==> src/rtl/rgb_led_arbiter.sv <==
// -----------------------------------------------------------------------------
// rgb_led_arbiter
//
// Shares one RGB status LED between NUM_REQ requesters. A round-robin arbiter
// picks one pending request while idle, latches its colour and duration,
// shows the colour for max(duration,1) cycles and then holds the LED blank
// for GAP_CYCLES cycles before it arbitrates again.
//
// Parameters
//   NUM_REQ    : number of requesters (>= 2)
//   DUR_WIDTH  : width of each per-requester duration field
//   GAP_CYCLES : forced blank cycles after every grant (0 allowed)
//
// Ports
//   clk        in   rising-edge clock
//   reset_n    in   asynchronous active-low reset
//   req        in   [NUM_REQ]            request bit per requester
//   req_color  in   [2*NUM_REQ]          colour code per requester
//                                        (00 blank, 01 red, 11 green, 10 blue)
//   req_dur    in   [DUR_WIDTH*NUM_REQ]  display cycles per requester
//   grant      out  [NUM_REQ]            one-hot, one-cycle acknowledge pulse
//   owner      out  [clog2(NUM_REQ)]     current / last granted requester
//   busy       out                       high while showing or in the gap
//   done       out                       pulse in the last show cycle
//   red/green/blue out                   LED drives, at most one high
// -----------------------------------------------------------------------------
module rgb_led_arbiter #(
    parameter int NUM_REQ    = 4,
    parameter int DUR_WIDTH  = 8,
    parameter int GAP_CYCLES = 2
) (
    input  logic                          clk,
    input  logic                          reset_n,
    input  logic [NUM_REQ-1:0]            req,
    input  logic [2*NUM_REQ-1:0]          req_color,
    input  logic [DUR_WIDTH*NUM_REQ-1:0]  req_dur,
    output logic [NUM_REQ-1:0]            grant,
    output logic [$clog2(NUM_REQ)-1:0]    owner,
    output logic                          busy,
    output logic                          done,
    output logic                          red,
    output logic                          green,
    output logic                          blue
);

    localparam int PTR_W = $clog2(NUM_REQ);
    // Always at least one bit wide, even when the gap is disabled.
    localparam int GAP_W = $clog2(GAP_CYCLES + 2);

    localparam logic [DUR_WIDTH-1:0] DUR_ZERO = {DUR_WIDTH{1'b0}};
    localparam logic [DUR_WIDTH-1:0] DUR_ONE  = DUR_WIDTH'(1);
    localparam logic [GAP_W-1:0]     GAP_ZERO = {GAP_W{1'b0}};
    localparam logic [GAP_W-1:0]     GAP_ONE  = GAP_W'(1);
    localparam logic [GAP_W-1:0]     GAP_LOAD = GAP_W'(GAP_CYCLES - 1);
    localparam logic [NUM_REQ-1:0]   ONEHOT_0 = NUM_REQ'(1);

    typedef enum logic [1:0] {
        ST_IDLE = 2'd0,
        ST_SHOW = 2'd1,
        ST_GAP  = 2'd2
    } state_t;

    // First requesting index at or after the priority pointer, wrapping.
    // Offsets are scanned from the far end so the nearest hit is kept last.
    function automatic logic [PTR_W-1:0] rr_pick(
        input logic [NUM_REQ-1:0] r,
        input logic [PTR_W-1:0]   p
    );
        logic [PTR_W-1:0] pick_v;
        logic [PTR_W-1:0] idx_v;
        pick_v = p;
        for (int offs = NUM_REQ - 1; offs >= 0; offs--) begin
            idx_v = PTR_W'((int'(p) + offs) % NUM_REQ);
            if (r[idx_v]) begin
                pick_v = idx_v;
            end else begin
                pick_v = pick_v;
            end
        end
        return pick_v;
    endfunction

    // Colour code to {red, green, blue}; blank and any unknown code give dark.
    function automatic logic [2:0] color_decode(input logic [1:0] code);
        logic [2:0] rgb_v;
        case (code)
            2'b01:   rgb_v = 3'b100;
            2'b11:   rgb_v = 3'b010;
            2'b10:   rgb_v = 3'b001;
            default: rgb_v = 3'b000;
        endcase
        return rgb_v;
    endfunction

    state_t                  state_r,   state_s;
    logic [PTR_W-1:0]        ptr_r,     ptr_s;
    logic [DUR_WIDTH-1:0]    dur_cnt_r, dur_cnt_s;
    logic [GAP_W-1:0]        gap_cnt_r, gap_cnt_s;
    logic [1:0]              color_r,   color_s;
    logic [NUM_REQ-1:0]      grant_r,   grant_s;
    logic [PTR_W-1:0]        owner_r,   owner_s;
    logic                    busy_r,    busy_s;
    logic                    done_r,    done_s;
    logic [2:0]              rgb_r,     rgb_s;

    logic [PTR_W-1:0]        win_s;
    logic [DUR_WIDTH-1:0]    sel_dur_s;
    logic [1:0]              sel_color_s;
    logic [DUR_WIDTH-1:0]    dur_arr_s   [NUM_REQ];
    logic [1:0]              color_arr_s [NUM_REQ];

    // Unpack the flat per-requester colour and duration buses.
    always_comb begin
        for (int i = 0; i < NUM_REQ; i++) begin
            dur_arr_s[i]   = req_dur[i*DUR_WIDTH +: DUR_WIDTH];
            color_arr_s[i] = req_color[2*i +: 2];
        end
    end

    // Next-state, counter and registered-output computation for the FSM.
    always_comb begin
        state_s     = state_r;
        ptr_s       = ptr_r;
        dur_cnt_s   = dur_cnt_r;
        gap_cnt_s   = gap_cnt_r;
        color_s     = color_r;
        owner_s     = owner_r;
        grant_s     = {NUM_REQ{1'b0}};
        win_s       = rr_pick(req, ptr_r);
        sel_dur_s   = dur_arr_s[win_s];
        sel_color_s = color_arr_s[win_s];

        case (state_r)
            ST_IDLE: begin
                if (|req) begin
                    state_s = ST_SHOW;
                    grant_s = ONEHOT_0 << win_s;
                    owner_s = win_s;
                    ptr_s   = PTR_W'((int'(win_s) + 1) % NUM_REQ);
                    color_s = sel_color_s;
                    // A zero duration still shows for one cycle.
                    if (sel_dur_s == DUR_ZERO) begin
                        dur_cnt_s = DUR_ZERO;
                    end else begin
                        dur_cnt_s = sel_dur_s - DUR_ONE;
                    end
                end else begin
                    state_s = ST_IDLE;
                end
            end
            ST_SHOW: begin
                if (dur_cnt_r == DUR_ZERO) begin
                    if (GAP_CYCLES > 0) begin
                        state_s   = ST_GAP;
                        gap_cnt_s = GAP_LOAD;
                    end else begin
                        state_s   = ST_IDLE;
                    end
                end else begin
                    dur_cnt_s = dur_cnt_r - DUR_ONE;
                end
            end
            ST_GAP: begin
                if (gap_cnt_r == GAP_ZERO) begin
                    state_s = ST_IDLE;
                end else begin
                    gap_cnt_s = gap_cnt_r - GAP_ONE;
                end
            end
            default: begin
                state_s = ST_IDLE;
            end
        endcase

        // Outputs are derived from the next state so they line up with it
        // once registered.
        busy_s = (state_s != ST_IDLE);
        done_s = (state_s == ST_SHOW) && (dur_cnt_s == DUR_ZERO);
        if (state_s == ST_SHOW) begin
            rgb_s = color_decode(color_s);
        end else begin
            rgb_s = 3'b000;
        end
    end

    // State, counters and output registers with asynchronous clear.
    always_ff @(posedge clk or negedge reset_n) begin
        if (!reset_n) begin
            state_r   <= ST_IDLE;
            ptr_r     <= {PTR_W{1'b0}};
            dur_cnt_r <= DUR_ZERO;
            gap_cnt_r <= GAP_ZERO;
            color_r   <= 2'b00;
            grant_r   <= {NUM_REQ{1'b0}};
            owner_r   <= {PTR_W{1'b0}};
            busy_r    <= 1'b0;
            done_r    <= 1'b0;
            rgb_r     <= 3'b000;
        end else begin
            state_r   <= state_s;
            ptr_r     <= ptr_s;
            dur_cnt_r <= dur_cnt_s;
            gap_cnt_r <= gap_cnt_s;
            color_r   <= color_s;
            grant_r   <= grant_s;
            owner_r   <= owner_s;
            busy_r    <= busy_s;
            done_r    <= done_s;
            rgb_r     <= rgb_s;
        end
    end

    assign grant = grant_r;
    assign owner = owner_r;
    assign busy  = busy_r;
    assign done  = done_r;
    assign red   = rgb_r[2];
    assign green = rgb_r[1];
    assign blue  = rgb_r[0];

endmodule

==> config.mk <==
export PLATFORM = sky130hd
export DESIGN_NAME = rgb_led_arbiter
export DESIGN_NICKNAME = d
export VERILOG_FILES = /design/src/rtl/rgb_led_arbiter.sv
export SDC_FILE = /design/constraint.sdc
export NUM_CORES = 1
export LEC_CHECK = 0
export ABC_AREA = 1
export CORE_MARGIN = 8
export CORE_UTILIZATION = 54
export CTS_BUF_LIST = sky130_fd_sc_hd__clkbuf_8 sky130_fd_sc_hd__clkbuf_16
export DETAILED_ROUTE_END_ITERATION = 10
export PLACE_DENSITY = 0.86
export SYNTH_ARGS = -nofsm -noshare
export SYNTH_HDL_FRONTEND = slang
export SYNTH_SLANG_ARGS = --single-unit
==> constraint.sdc <==
create_clock -name clk -period 3.9 [get_ports clk]
set_input_delay 0.585 -clock clk [delete_from_list [all_inputs] [get_ports clk]]
set_output_delay 0.585 -clock clk [all_outputs]
set_load 0.05 [all_outputs]
# Yosys cells after proc, flatten, opt, wreduce, memory -nomap -nowiden
# Cells that the tools add are included.
[word_totals]
register_bits = 27
wordCells = 78
inputBits = 46
[op_classes]
eq_ne = 8
n_mux = 35
n_shift = 1
addsub = 7
bitwise = 1
n_reduce_logical = 11
n_lt_le_gt_ge = 5
[ops]
columns = ["operator", "count"]
rows = [
  ["8-bit 2-to-1 mux", 5],
  ["8-bit logical NOT", 3],
  ["2-bit 2-to-1 mux", 12],
  ["8-bit binary-select mux with 2-bit select", 1],
  ["8-bit case mux with 2 select lines", 1],
  ["8-bit by 1-bit subtractor with 8-bit output, second input constant", 2],
  ["2-bit by 3-bit < comparator with 1-bit output, second input constant", 4],
  ["3-bit case mux with 3 select lines", 1],
  ["1-bit binary-select mux with 2-bit select", 4],
  ["4-bit 2-to-1 mux", 2],
  ["2-bit by 1-bit equality test with 1-bit output, second input constant", 3],
  ["2-bit equality test, second input constant", 3],
  ["2-bit case mux with 3 select lines", 1],
  ["1-bit 2-to-1 mux", 5],
  ["2-bit by 1-bit adder with 2-bit output, second input constant", 2],
  ["2-bit adder, second input constant", 2],
  ["2-bit binary-select mux with 2-bit select", 1],
  ["2-bit logical NOT", 2],
  ["2-bit inequality test, second input constant", 2],
  ["2-bit case mux with 2 select lines", 1],
  ["2-bit nonzero test", 2],
  ["4-bit OR reduction", 1],
  ["1-bit by 2-bit left shift with 4-bit output, first input constant", 1],
  ["3-bit >= comparator, second input constant", 1],
  ["6 further kinds", 6],
]

# Longest topological paths before layout
[depth]
depth_word = 17
depth_mapped = 29
depth_no_buf = 27

# Least setup slack after synthesis
# No wires, ideal clock.
[synth_path]
path_kind = "input to register"
startpoint = "in req[1]"
endpoint = "reg done_r, in the netlist done"
t_required_ns = 3.783
cell_stages = 25
slack_ns = 1.194
setup_time_ns = 0.117
path_buffers = 1
arrival_time_ns = 2.589
path_cell_list = "inv_1 nand2_1 nand3_1 nand2_1 inv_1 nand2_1 nand2_2 nand3_2 nand2_4 buf_6 nand2_1 nand3_1 nand2_1 ha_1 or2_2 nand2_1 nand2_1 nand2_1 nand2_1 nand2_1 nand2_1 nand3_1 nor2_1 nand2_1 nor2_2"
[synth_between]
elab_chain_cells = 16
word_cells_on_any_way = 27
[synth_rtl]
columns = ["element", "line", "source"]
rows = [
  ["from (decl)", "34", "input logic [NUM_REQ-1:0] req,"],
  ["1-bit binary-select mux with 2-bit select", "74", "if (r[idx_v]) begin"],
  ["1-bit 2-to-1 mux (not written as such)", "74", ""],
  ["2-bit 2-to-1 mux (3 in series)", "74", ""],
  ["2-bit 2-to-1 mux (*)", "74", ""],
  ["named net win_s[0]", "106", "logic [PTR_W-1:0] win_s;"],
  ["2-bit inverter with 3-bit output (not written as such) (*)", "130", "sel_dur_s = dur_arr_s[win_s];"],
  ["8-bit binary-select mux with 2-bit select (*)", "130", ""],
  ["8-bit 2-to-1 mux (not written as such) (*) (2 in series)", "130", ""],
  ["8-bit by 1-bit subtractor with 8-bit output or 8-bit logical NOT (tied branches)", "145, 142", ""],
  ["8-bit 2-to-1 mux (*)", "142", "if (sel_dur_s == DUR_ZERO) begin"],
  ["8-bit 2-to-1 mux (*)", "135", "if (|req) begin"],
  ["8-bit case mux with 2 select lines (*)", "133", "case (state_r)"],
  ["8-bit logical NOT (*)", "178", "done_s = (state_s == ST_SHOW) && (dur_cnt_s == DUR_ZERO);"],
  ["1-bit logical AND (*)", "178", ""],
  ["named net done_s", "103", "logic done_r, done_s;"],
  ["to (signal assigned)", "208", "done_r <= done_s;"],
  ["to (decl)", "103", ""],
]
# The timed path passes the listed nets; every way through them passes the cells marked *. The select of a mux whose other input is x is not followed.
# A chain may end at the register's enable or synchronous reset.

# Worst setup path after layout
[layout_path]
startpoint = "in req[0]"
endpoint = "reg done_r, in the netlist done"
[layout_between]
elab_chain_cells = 16
word_cells_on_any_way = 27
[layout_rtl]
columns = ["element", "line"]
rows = [
  ["1-bit binary-select mux with 2-bit select", "74"],
  ["1-bit 2-to-1 mux (not written as such)", "74"],
  ["2-bit 2-to-1 mux (4 in series)", "74"],
  ["2-bit inverter with 3-bit output (not written as such)", "130"],
  ["8-bit binary-select mux with 2-bit select", "130"],
  ["8-bit 2-to-1 mux (not written as such) (2 in series)", "130"],
  ["8-bit by 1-bit subtractor with 8-bit output or 8-bit logical NOT (tied branches)", "145, 142"],
  ["8-bit 2-to-1 mux", "142"],
  ["8-bit 2-to-1 mux", "135"],
  ["8-bit case mux with 2 select lines", "133"],
  ["8-bit logical NOT", "178"],
  ["1-bit logical AND (*)", "178"],
  ["named net done_s", "103"],
]
# Marks and branches as above.

==> reports/summary.txt <==
Status -> finished clean
Synthesized area -> 0.00235 mm^2
CTS Buf Count -> 3
Crit Path Max Fanout -> 24
Worst hold slack -> 0.505 ns
Syn Area/Cell -> 6.35 um^2
Hold crit path type -> flop to flop
CTS resizes -> 0
Final Hold Viols -> 0
First-pass GRT wire length -> 10300 um
Crit path max-delay family -> simple AND/OR/NAND/NOR gates
Antenna cells -> 0
Max-Slew Margin vs Limit -> 0.661
Post CTS Setup Buffer Count -> 0
CP Capture Type -> flop
Initial antenna violation count -> 0
PortBufs -> 56
Worst path slowest cell -> clkdlybuf4s50_1
Root buffer cell -> clkbuf_8
Core area -> 0.00426 mm^2
Total number of vias -> 2406
Setup violators final -> 0
RSZ-0062 raised after global routing -> false
Final #Nets -> 481
Die ar. -> 0.00672 mm^2
Arrival time of the worst setup path -> 3.54 ns
Routed Antenna Nets -> 0
First-iteration detailed-routing DRC count -> 108
Die height -> 82.0 um
DP HPWL -> 4870 um
H-tree depth -> 1
Initial Utilization -> 0.551
Vias per cell -> 5.04
Synth Instances -> 370
Multi-input gate area -> 0.00137 mm^2
Layout Skew -> 0.00602 ns
Fin. max-slew vios -> 0
Flops & latches, synth -> 27
Total negative slack -> 0 ns
Syn nets -> 425
Layout overhead on the synthesized area -> 27.2%
Synth unique cells -> 31
PwrDens -> 991 mW/mm^2
IO Pins -> 57
CP Launch Type -> primary input
Post-CTS Hold Buffers -> 0
Worst vdd ir -> 0.000504 V
CTS Sinks -> 27
Crit Path Category -> primary input to flop
Worst path cell trace -> clkdlybuf4s50_1 -> nand2_1 -> o21ai_2 -> nand2_1 -> nand2_1 -> inv_2 -> nand2_2 -> nand3_2 -> nand2_4 -> nand2_1 -> nand3_1 -> nand2_1 -> ha_1 -> or2_2 -> nand2_1 -> nand2_1 -> nand2_1 -> nand2_1 -> nand2_1 -> nand2_1 -> nand3_1 -> nor2_1 -> nand2_1 -> nor2_2
Post-route DRC -> 0
Final worst setup slack -> 0.536 ns
Slew at the pin with the worst max-slew slack -> 0.503 ns
Pin count of the biggest net entering global routing -> 28
Total GRT Usage -> 0.193
Post-place setup slack -> 0.265 ns
Fmax -> 0.297 GHz
Sequential-to-total area share from yosys stat -> 0.287
WL per Instance -> 12.9 um
Clock Tree Buf Depth -> 2
Number of fill cells -> 369
Crit share post-route -> 0.863
Buf+Inv Stages, Crit Path -> 2
Synth warn -> 0
CP peak stage delay -> 0.51 ns
Die Wd -> 82.0 um
Most used cell, CP -> nand2_1
FF/Latch Area -> 676 um^2
Clk_lat worst skew -> 0.28 ns
TritonCTS clock tree -> yes
DRT Pass-1 Iters -> 4
GR Overflow Total -> 0
Worst endpoint required time -> 4.08 ns
Gpl congestion -> 0.862
Layout cells sized above 1 -> 0.104
Vias in the first global route -> 2331
Leakage power total -> 1.62 nW
Max-cap violations -> 0
Rows -> 24
WL final -> 6170 um
Clock slew at reported path FFs -> 0.10 ns
Fin crit period -> 3.36 ns
==> cells by family (layout without fill, tap and decap cells) <==
group                    count (synthesis)  in the layout  share of synthesized area
AND/OR/NAND/NOR                        230            230                      0.453
buffers and inverters                   70            125                      0.129
AO/OA/AOI/OAI                           34             34                     0.0825
flip-flops                              27             27                      0.287
adder cells (fa/ha/maj)                  9              9                     0.0479
==> sequential cells by signal, summed over array words and instances, names as in the netlist <==
name and cells:
dur_cnt_r 8, grant 4, rgb_r 3, color_r 2
gap_cnt_r 2, owner 2, ptr_r 2, state_r 2
busy 1, done 1
==> tightest hold or removal path, stage by stage, from the launching register on <==
cell and delay, ns:
dfrtp_1 0.36, nand2_1 0.05, o21ai_0 0.06
==> where the power goes <==
group	internal (W)	switching, W	total [W]	leakage (nW)
Clock	0.0000752	0.0000931	0.000168	0.0261
Sequential	0.000393	0.000103	0.000497	0.338
Combinational	0.000769	0.00153	0.00230	1.25
Total	0.00124	0.00173	0.00296	1.62
==> final timing paths <==
path / startpoint / slack, ns / cells after the start / endpoint
worst max-delay path: req[0] / 0.54 / 24 / done
worst min-delay path: owner[1] / 0.50 / 2 / owner[1]
worst max register to register: ptr_r[0] / 0.63 / 23 / done
worst min register to register: owner[1] / 0.50 / 2 / owner[1]
max in group asynchronous: reset_n / 2.98 / 2 / dur_cnt_r[5]
min in group asynchronous: reset_n / 0.66 / 2 / rgb_r[0]
==> metrics by stage <==
stage               power [W]  utilization  instance area [um^2]  std cells
floorplan             0.00237            -                  2350        370
finish                0.00296        0.701                  2990        477
CTS                   0.00297        0.701                  2990        477
global placement      0.00273        0.690                  2940        473
global route          0.00330        0.701                  2990        477
detailed placement    0.00278        0.690                  2940        473
==> area by class of cell <==
type                       instances  share of cell area
multi-input combinational        273               0.459
sequential                        27               0.226
timing repair buffer              61               0.200
inverter                          60              0.0770
tap                               52              0.0218
clock buffer                       3              0.0138
clock inverter                     1             0.00293
==> cell usage in the layout, fill, tap and decap left out, types with 2 or more instances in the layout <==
cell / count
dfrtp_1: 27
nor2_4: 2
nand3_2: 7
o21ai_0: 18
nand2_1: 125
buf_4: 5
nand2_2: 11
nand2_4: 4
nand3_1: 43
nand3b_1: 2
nand4_1: 2
nor4_1: 2
clkbuf_8: 3
nor3_1: 3
ha_1: 9
inv_6: 2
a31oi_1: 4
clkdlybuf4s50_1: 56
nor2_2: 3
nor2_1: 25
inv_2: 4
a21oi_1: 6
inv_1: 55
==> synth_stat cells (all sizes together) <==
cell type / instances / area share
buf: 8 / 0.028
nor2: 30 / 0.057
a31oi: 4 / 0.011
a21oi: 7 / 0.016
clkbuf: 2 / 0.0032
dfrtp: 27 / 0.29
or2: 1 / 0.0027
nand4: 2 / 0.0053
o22ai: 1 / 0.0027
a22o: 1 / 0.0037
nand3: 50 / 0.12
nor4: 2 / 0.0053
o21ai: 19 / 0.042
nor3: 3 / 0.0064
nand2: 140 / 0.25
o21bai: 1 / 0.0032
o41ai: 1 / 0.0037
nand3b: 2 / 0.0064
ha: 9 / 0.048
inv: 60 / 0.098
==> metal layers <==
metal | part of all wire | routed length, um | up-vias | track usage
met2 | 0.47 | 2910 | 72 | 0.346
met3 | 0.071 | 436 | 11 | 0.0241
li1 | - | - | 1269 | -
met5 | 0 | 0 | - | 0
met1 | 0.43 | 2680 | 1054 | 0.224
met4 | 0.023 | 144 | 0 | 0.0860
Power figures use the tool's default switching activity.
